--- src/rtl/regfile_wb_arbiter.sv ---
// regfile_wb_arbiter: two-requester arbiter for the single register-file
// write port. Requester 0 (pipeline writeback) has fixed priority over
// requester 1 (multi-cycle unit). The grant is combinational and the chosen
// write is registered onto we/waddr/wdata one cycle later. A write to r0 is
// consumed but never enabled.
//
// Build option WB_ARB_STARVE_EN: when defined, a starvation guard forces one
// grant to requester 1 after STARVE_LIMIT consecutive denied cycles, and
// raises stall0 while requester 0 is held off. When undefined, arbitration is
// strict priority, stall0 is tied low and STARVE_LIMIT has no effect.
module regfile_wb_arbiter #(
   parameter int unsigned STARVE_LIMIT = 4
) (
   input  logic        clk,
   input  logic        rst,
   input  logic        req0,
   input  logic [4:0]  addr0,
   input  logic [31:0] data0,
   output logic        gnt0,
   input  logic        req1,
   input  logic [4:0]  addr1,
   input  logic [31:0] data1,
   output logic        gnt1,
   output logic        we,
   output logic [4:0]  waddr,
   output logic [31:0] wdata,
   output logic        stall0
);

   logic        w_gnt0;
   logic        w_gnt1;
   logic        w_stall0;
   logic        w_wr;
   logic [4:0]  w_addr;
   logic [31:0] w_data;

   logic        r_we;
   logic [4:0]  r_waddr;
   logic [31:0] r_wdata;

`ifdef WB_ARB_STARVE_EN
   // Limit clamped into the 4-bit counter range (1..15).
   localparam logic [4:0] LP_LIMIT =
      (STARVE_LIMIT < 1)  ? 5'd1  :
      (STARVE_LIMIT > 15) ? 5'd15 : 5'(STARVE_LIMIT);

   typedef enum logic {
      ST_NORMAL = 1'b0,
      ST_FORCE1 = 1'b1
   } state_t;

   state_t     r_state;
   state_t     w_state_nxt;
   logic [3:0] r_cnt;
   logic [3:0] w_cnt_nxt;
   logic [4:0] w_cnt_inc;

   assign w_cnt_inc = {1'b0, r_cnt} + 5'd1;

   // Arbiter state and starve counter.
   always_ff @(posedge clk or negedge rst) begin
      if (!rst) begin
         r_state <= ST_NORMAL;
         r_cnt   <= 4'd0;
      end else begin
         r_state <= w_state_nxt;
         r_cnt   <= w_cnt_nxt;
      end
   end

   // Grant decode and next-state; a forced slot lasts exactly one cycle
   // whether or not requester 1 is still asking.
   always_comb begin
      w_gnt0      = 1'b0;
      w_gnt1      = 1'b0;
      w_stall0    = 1'b0;
      w_state_nxt = r_state;
      w_cnt_nxt   = r_cnt;
      case (r_state)
         ST_NORMAL: begin
            if (req0)      w_gnt0 = 1'b1;
            else if (req1) w_gnt1 = 1'b1;
            if (req1 && !w_gnt1) begin
               if (w_cnt_inc >= LP_LIMIT) begin
                  w_state_nxt = ST_FORCE1;
                  w_cnt_nxt   = 4'd0;
               end else begin
                  w_cnt_nxt   = w_cnt_inc[3:0];
               end
            end else begin
               w_cnt_nxt = 4'd0;
            end
         end
         ST_FORCE1: begin
            w_gnt1      = req1;
            w_stall0    = req0;
            w_state_nxt = ST_NORMAL;
            w_cnt_nxt   = 4'd0;
         end
         default: begin
            w_state_nxt = ST_NORMAL;
            w_cnt_nxt   = 4'd0;
         end
      endcase
      // No grants are visible while reset is held.
      if (!rst) begin
         w_gnt0   = 1'b0;
         w_gnt1   = 1'b0;
         w_stall0 = 1'b0;
      end
   end
`else
   // STARVE_LIMIT has no effect in the strict-priority build.
   if (STARVE_LIMIT > 15) begin : g_starve_limit_ignored
   end

   // Strict priority: requester 0 always wins; nothing granted in reset.
   always_comb begin
      w_gnt0   = req0 & rst;
      w_gnt1   = req1 & ~req0 & rst;
      w_stall0 = 1'b0;
   end
`endif

   assign w_wr   = w_gnt0 | w_gnt1;
   assign w_addr = w_gnt1 ? addr1 : addr0;
   assign w_data = w_gnt1 ? data1 : data0;

   // Register the granted write; r0 writes are swallowed, address/data hold
   // when idle.
   always_ff @(posedge clk or negedge rst) begin
      if (!rst) begin
         r_we    <= 1'b0;
         r_waddr <= 5'd0;
         r_wdata <= 32'd0;
      end else begin
         r_we <= w_wr && (w_addr != 5'd0);
         if (w_wr) begin
            r_waddr <= w_addr;
            r_wdata <= w_data;
         end
      end
   end

   assign gnt0   = w_gnt0;
   assign gnt1   = w_gnt1;
   assign stall0 = w_stall0;
   assign we     = r_we;
   assign waddr  = r_waddr;
   assign wdata  = r_wdata;

endmodule

--- config.mk ---
export PLATFORM = sky130hd
export DESIGN_NAME = regfile_wb_arbiter
export DESIGN_NICKNAME = d
export VERILOG_FILES = /design/src/rtl/regfile_wb_arbiter.sv
export SDC_FILE = /design/constraint.sdc
export NUM_CORES = 1
export LEC_CHECK = 0
export ABC_AREA = 1
export ABC_CLOCK_PERIOD_IN_PS = 800
export BUFFER_PORTS_ARGS = -buffer_cell sky130_fd_sc_hd__buf_2
export CAP_MARGIN = 20
export CORE_MARGIN = 2
export CORE_UTILIZATION = 41
export DETAILED_ROUTE_END_ITERATION = 8
export PLACE_DENSITY_LB_ADDON = 0.25
export SYNTH_ARGS = -nofsm -noshare
export SYNTH_HDL_FRONTEND = slang
export SYNTH_SLANG_ARGS = --single-unit
--- constraint.sdc ---
create_clock -name clk -period 0.8 [get_ports clk]
set_input_delay 0.08 -clock clk [delete_from_list [all_inputs] [get_ports clk]]
set_output_delay 0.08 -clock clk [all_outputs]
set_load 0.01 [all_outputs]
Yosys cells after proc, flatten, opt, wreduce, memory -nomap -nowiden
Cells that the tools add are included.
{ "totals": {"reg_bits": 38, "in_bits": 78, "output_inout_bits": 41, "elab_cells": 12} }
{ "classes": {"mux": 2, "bitwise_logic": 5, "reduce_logical": 2} }
{ "ops": {"columns": ["operator", "n"], "rows": [
  ["32-bit 2-to-1 mux", 1],
  ["5-bit 2-to-1 mux", 1],
  ["5-bit nonzero test", 1],
  ["1-bit bitwise AND", 3],
  ["1-bit logical AND", 1],
  ["1-bit inverter", 1],
  ["1-bit bitwise OR", 1]
]} }

Depth between registers and ports, before layout
Gate-level depths: netlist of the first run.
{ "depth": {"ltp_word": 6, "depth_mapped": 8, "ltp_nobuf": 7} }

Worst setup path after synthesis of the first run
OpenSTA, ideal clock, no wires.
{ "synth_path": {"path_kind": "input -> register", "startpoint": "in rst", "endpoint": "reg r_we, in the netlist we", "setup_ps": 121, "t_arrival_ps": 676, "required_time_ps": 679, "path_slack_ps": 3, "cell_stages": 7, "path_buffers": 1, "cell_sequence": "nand2_2 > nor2_4 > buf_6 > o21ai_0 > nand2_1 > nor2_1 > nor2_1"} }
{ "synth_via": {"elab_chain_cells": 4, "elab_cells_between_ends": 6, "cone_classes": "mux (1); bitwise (3); reduce/logical (2)"} }
{ "synth_rtl": {"columns": ["item", "line_no", "text"], "rows": [
  ["from (decl)", "15", "input logic rst,"],
  ["1-bit bitwise AND", "120", "w_gnt1 = req1 & ~req0 & rst;"],
  ["5-bit 2-to-1 mux", "126", "assign w_addr = w_gnt1 ? addr1 : addr0;"],
  ["5-bit nonzero test", "137", "r_we <= w_wr && (w_addr != 5'd0);"],
  ["1-bit logical AND *", "137", null],
  ["to (signal assigned)", "137", null],
  ["to (decl)", "37", "logic r_we;"]
]} }
Every way passes the cells marked *; elsewhere a longest branch is shown, timed or not.
A chain may end at the register's enable or synchronous reset.

Final worst setup path of the first run
{ "layout_path": {"startpoint": "reg r_wdata[25], in the netlist wdata[25]", "endpoint": "out wdata[25]"} }
{ "layout_lines": {"columns": ["item", "line_no", "text"], "rows": [
  ["from (decl)", "39", "logic [31:0] r_wdata;"],
  ["from (signal assigned)", "140", "r_wdata <= w_data;"],
  ["to (decl)", "26", "output logic [31:0] wdata,"]
]} }
No word-level cell between the ends.

==> results of run 1 <==
synth_stat cells:
cell type    n  area share
o21ai_0      7       0.020
nand3_1     34       0.098
conb_1       1      0.0022
nor2_1       2      0.0043
nor2_4       1      0.0065
inv_2        1      0.0022
nand2_1    115        0.25
buf_6        1      0.0065
buf_2        7       0.020
buf_4        4       0.017
dfrtp_1     38        0.55
inv_1       10       0.022
nand2_2      1      0.0036
path summary, 6_finish.rpt:
check	start	endpoint	slack, ps	cells past startpoint
worst max-delay path	wdata[25]	wdata[25]	-110	1
worst min-delay path	data1[22]	wdata[22]	6	3
worst max register to register	wdata[25]	wdata[25]	-70	4
worst min register to register	wdata[28]	wdata[28]	480	2
max in group asynchronous	rst	wdata[30]	160	3
min in group asynchronous	rst	wdata[26]	350	4
metal layers:
metal | GRT usage | wire length (um) | up-vias | part of all wire
met2 | 0.368 | 2530 | 92 | 0.49
met5 | 0 | 0 | - | 0
met3 | 0.0643 | 418 | 9 | 0.081
li1 | - | - | 1000 | -
met1 | 0.254 | 2130 | 884 | 0.41
met4 | 0.0806 | 92 | 0 | 0.018
flip-flops by register name, indices dropped and copies added (netlist names):
register and flops:
wdata 32, waddr 5, we 1
power by group:
group	total, uW	internal, uW	switching (uW)
logic	1370	719	648
clock network	1580	933	647
registers	2290	2160	131
total	5240	3810	1430
cells by family (layout without fill, tap and decap cells):
group	after synthesis	in the layout	synth area share
AO/OA/AOI/OAI	7	7	0.0202
buffers and inverters	23	181	0.0678
flip-flops	38	38	0.548
other	1	1	0.00216
AND/OR/NAND/NOR	153	153	0.361
cell type report:
type,count,area share
Tap cell,50,0.0216
Timing Repair Buffer,162,0.354
Inverter,11,0.0142
Clock buffer,7,0.0263
Sequential cell,38,0.328
Multi-Input combinational cell,161,0.245
Clock inverter,1,0.0104
what timing repair did:
action / 4_1_cts / 5_1_grt
cloned: 0 / 0
buffers inserted: 14 / 8
pin swaps: 1 / 2
hold buffers: 12 / 1
resized for setup: 5 / 23
setup endpoints to repair: 40 / 48
endpoints found under the hold margin: 47 / 1
stage by stage:
step	setup TNS, ps	utilization
after floorplan	0	-
after global placement	-5150	0.594
after detailed placement	-6410	0.594
after CTS	-3590	0.681
after global routing	-4850	0.720
final	-3420	0.720
==> summary.md, run 1 <==
| Metric | Value |
|---|---|
| Status | complete, but fails checks |
| Failing checks | negative setup slack |
| Initial Util | 0.430 |
| Buf/Inv on CP | 1 |
| Syn nets | 300 |
| Syn Area/Cell | 7.81 sq um |
| Io pins | 119 |
| Final std cells w/o fill | 430 |
| Die W | 69.0 um |
| Pwr dens | 1810 mW/mm^2 |
| Layout Area Growth over Synthesis | 67.2% |
| Htree depth | 2 |
| Tot Pwr | 5240 uW |
| Routed vias | 1,985 |
| Finished Cell Area | 0.00290 sq mm |
| Antenna-violating nets left | 0 |
| GPL Wtd Cong | 0.773 |
| Worst EP required | 720 ps |
| Tcrit/Tclk final | 1.14 |
| Port Buffers | 117 |
| Sink Count | 38 |
| Vias/cell | 4.62 |
| Diode count | 0 |
| Number of global-route vias before repair | 1,916 |
| Aggregate global-route resource usage | 0.215 |
| Synthesized flop and latch total | 38 |
| CP Max Fanout | 2 |
| DRT Wirelength | 5.18 mm |
| Largest net degree at the start of global routing | 32 |
| Core footprint | 0.00403 sq mm |
| Reg area | 951 sq um |
| Top delay family on crit path | flip-flops |
| Clk pin slew, worst setup/hold paths | 80 ps |
| Synth cell types | 13 |
| Peak supply drop | 1.14 mV |
| Crit path max-delay cell type | dfrtp_1 |
| Most frequent cells in the layout | buf_2 (112), nand2_1 (109), dfrtp_1 (38) |
| Commonest non-fill, non-tap cell in the layout | buf_2 |
| DP Wirelength | 3.43 mm |
| CTS tree | done |
| Footprint of the multi-input gates | 711 sq um |
| MaxCap Viol Count | 0 |
| Unrepaired setup endpoints after global routing | true |
| Worst-skew pair later-pin latency | 280 ps |
| Share of cells above drive strength 1 | 0.447 |
| Clock Tree Buf Depth | 2 |
| Final worst slack | -108 ps |
| Fmax | 1100 MHz |
| Fin Hold WS | 5.62 ps |
| Worst EP arrival | 830 ps |
| Height of the chip | 69.0 um |
| Worst stage delay on the critical path | 400 ps |
| Initial antenna violation count | 0 |
| Synthesized area | 0.00173 sq mm |
| First-pass GRT wire length | 8.36 mm |
| Setup violators final | 40 |
| Clk root buf | clkbuf_8 |
| Syn. warnings | 0 |
| Initial DRC count | 110 |
| Cell row count | 23 |
| Drt pass-1 iters | 4 |
| Pre-CTS WS | -211 ps |
| Final Skew | 0 ps |
| GR Overflow Total | 0 |
| Hold Vio Cnt, Final | 0 |
| # fillers | 332 |
| Die area | 0.00477 sq mm |
| CP Cell Sequence | buf_2 |
| Leakage Power | 0.00167 uW |
| Drc violations | 0 |
| DR WL/cell | 12.0 um |
| Placed instance count | 387 |
| Final net count | 457 |
| Synth Instances | 222 |
| CP endpoint kind | output pin |
| Crit start category | flop |
| Sequential element share of the synthesized area | 0.548 |
| CP Class | flop to output pin |
| Clock buffer count from CTS | 5 |
| Worst hold path class | primary input to flop |
| Fin. max-slew vios | 0 |
| Minimum clock period | 908 ps |
| Area post-placement | 0.00239 sq mm |
Power figures use the tool's default switching activity.
==> run 2: changes to the inputs <==
- ABC_CLOCK_PERIOD_IN_PS: 800 -> 900
- clock period: 0.8 -> 0.9 ns (I/O delays scaled with it)
==> run 2 against run 1 <==
The run still ends with negative setup slack left. Critical endpoint is now wdata[27]. Clock power shrank 24%. Non-clock buffer count decreased by 14. Utilization fell by 5.4 points. Critical path type unchanged. Routed wire length is 10% lower. Cell area decreased by 7.5%. Critical path depth unchanged.
==> summary.md, run 2 (synthesized netlist as in run 1, its figures left out) <==
| Metric | Value |
|---|---|
| Height of the chip | 69.0 um (unchanged) |
| Worst-skew pair later-pin latency | 280 ps (about the same) |
| Reg area | 951 sq um (unchanged) |
| Final worst slack | -18.0 ps (+90.4 ps) |
| Status | complete, but fails checks |
| Setup violators final | 12 (-70%) |
| HP Start | data0[12] |
| Largest net degree at the start of global routing | 24 (-25%) |
| Drt pass-1 iters | 4 (unchanged) |
| Initial antenna violation count | 0 (unchanged) |
| Final Skew | 0 ps (unchanged) |
| Hold depth | 3 (unchanged) |
| GPL Wtd Cong | 0.816 (+5.5%) |
| Util after Layout | 0.666 (-0.0540) |
| Minimum clock period | 918 ps |
| Worst hold path class | primary input to flop |
| Share of cells above drive strength 1 | 0.434 (-0.0129) |
| CP Class | flop to output pin |
| Worst R2R Start | wdata[27] |
| Port Buffers | 117 (unchanged) |
| Htree depth | 2 (unchanged) |
| Highest routed metal layer | met4 |
| MaxCap Viol Count | 0 (unchanged) |
| Pwr dens | 1610 mW/mm^2 (-11%) |
| Final net count | 443 (-3.1%) |
| Die area | 0.00477 sq mm (unchanged) |
| Hold EP | wdata[12] |
| Antenna-violating nets left | 0 (unchanged) |
| Fmax | 1090 MHz |
| DRT Wirelength | 4.66 mm (-10%) |
| Layout Area Growth over Synthesis | 54.6% |
| Max reg flops | 32 (unchanged) |
| DP Wirelength | 3.34 mm (-2.6%) |
| Tcrit/Tclk final | 1.02 |
| Vias/cell | 4.45 (-3.6%) |
| Placed instance count | 388 (+0.26%) |
| Unrepaired setup endpoints after global routing | true |
| Clock Tree Buf Depth | 2 (unchanged) |
| Wl on met1 | 2.08 mm (-2.5%) |
| Buf/Inv on CP | 1 (unchanged) |
| Clk pin slew, worst setup/hold paths | 70 ps (about the same) |
| Crit start category | flop |
| CP Max Fanout | 2 (unchanged) |
| CTS tree | done |
| CP Cell Sequence | buf_2 |
| Diode count | 0 (unchanged) |
| Top delay family on crit path | flip-flops |
| Io pins | 119 (unchanged) |
| Path depth of the worst reg2reg path | 4 (unchanged) |
| Initial DRC count | 54 (-51%) |
| Drc violations | 0 (unchanged) |
| Flop2flop setup slack | 30 ps (+100 ps) |
| Footprint of the multi-input gates | 677 sq um (-4.8%) |
| # fillers | 382 (+15%) |
| Peak supply drop | 1.01 mV (-11%) |
| Met2 wire length | 2.14 mm (-15%) |
| First-pass GRT wire length | 7.74 mm (-7.4%) |
| Cell row count | 23 (unchanged) |
| Worst EP arrival | 830 ps (about the same) |
| Routed vias | 1,852 (-6.7%) |
| GR Overflow Total | 0 (unchanged) |
| Most frequent cells in the layout | buf_2 (116), nand2_1 (114), dfrtp_1 (38) |
| Worst EP required | 810 ps (+90 ps) |
| CP endpoint kind | output pin |
| Core footprint | 0.00403 sq mm (unchanged) |
| Crit path max-delay cell type | dfrtp_1 |
| Fin. max-slew vios | 0 (unchanged) |
| FF-to-FF End | wdata[27] |
| Pre-CTS WS | -122 ps (+89.1 ps) |
| Final std cells w/o fill | 416 (-3.3%) |
| Fin Hold WS | 11.0 ps (+5.39 ps) |
| Clk root buf | clkbuf_8 |
| Die W | 69.0 um (unchanged) |
| Worst stage delay on the critical path | 400 ps (about the same) |
| Hold Vio Cnt, Final | 0 (unchanged) |
| DR WL/cell | 11.2 um (-7.0%) |
| Met3 WL | 381 um (-8.9%) |
| Setup_tns | -99.5 ps (+3320 ps) |
| Leakage Power | 0.00157 uW (-6.0%) |
| Sink Count | 38 (unchanged) |
| Number of global-route vias before repair | 1,691 (-12%) |
| Aggregate global-route resource usage | 0.198 (-0.0167) |
| Failing checks | negative setup slack |
| Initial Util | 0.430 (unchanged) |
| Clock buffer count from CTS | 5 (unchanged) |
| Commonest non-fill, non-tap cell in the layout | buf_2 |
-- run 2: cell count changes in the layout (fill, tap and decap cells not counted), sizes merged --
cell / delta
dlygate4sd3: -11
bufinv: -1
buf: -3
clkinv: +1
-- run 2: how the worst max path moves through the flow --
stage / from / endpoint / slack [ps] / depth (start not counted)
5_1_grt: wdata[27] / wdata[27] / -60 / 1
2_1_floorplan: rst / we / 90 / 7
6_report: wdata[27] / wdata[27] / -20 / 1
3_3_place_gp: rst / gnt1 / -100 / 5
4_1_cts: wdata[21] / wdata[21] / -30 / 1
3_5_place_dp: rst / we / -120 / 8
-- run 2: report_power, final --
group | switching, uW | internal [uW]
Combinational | 532 | 563
Clock | 581 | 618
Sequential | 113 | 1920
Total | 1230 | 3100
-- run 2: area by class of cell --
type,count,share of cell area
multi-input combinational,161,0.252
inverter,11,0.0154
tap,50,0.0233
sequential,38,0.355
clock buffer,7,0.0322
timing repair buffer,148,0.320
clock inverter,1,0.00187
-- run 2: through the flow --
step	cell area (sq um)	power, uW
final	2680	4330
after global routing	2680	4590
after CTS	2590	4280
after detailed placement	2400	3000
after global placement	2400	2980
after floorplan	1730	2480
-- run 2: per-layer routing --
layer	global-route usage	vias up
met5	0	-
met4	0.0523	0
met3	0.0687	6
met2	0.307	78
met1	0.267	796
li1	-	972
-- run 2: repair_timing --
item / CTS / global route
pin swaps: 1 / 0
setup endpoints to repair: 31 / 39
resized for setup: 2 / 7
endpoints found under the hold margin: 38 / 0
setup buffers: 9 / 9
hold buffers: 2 / 0
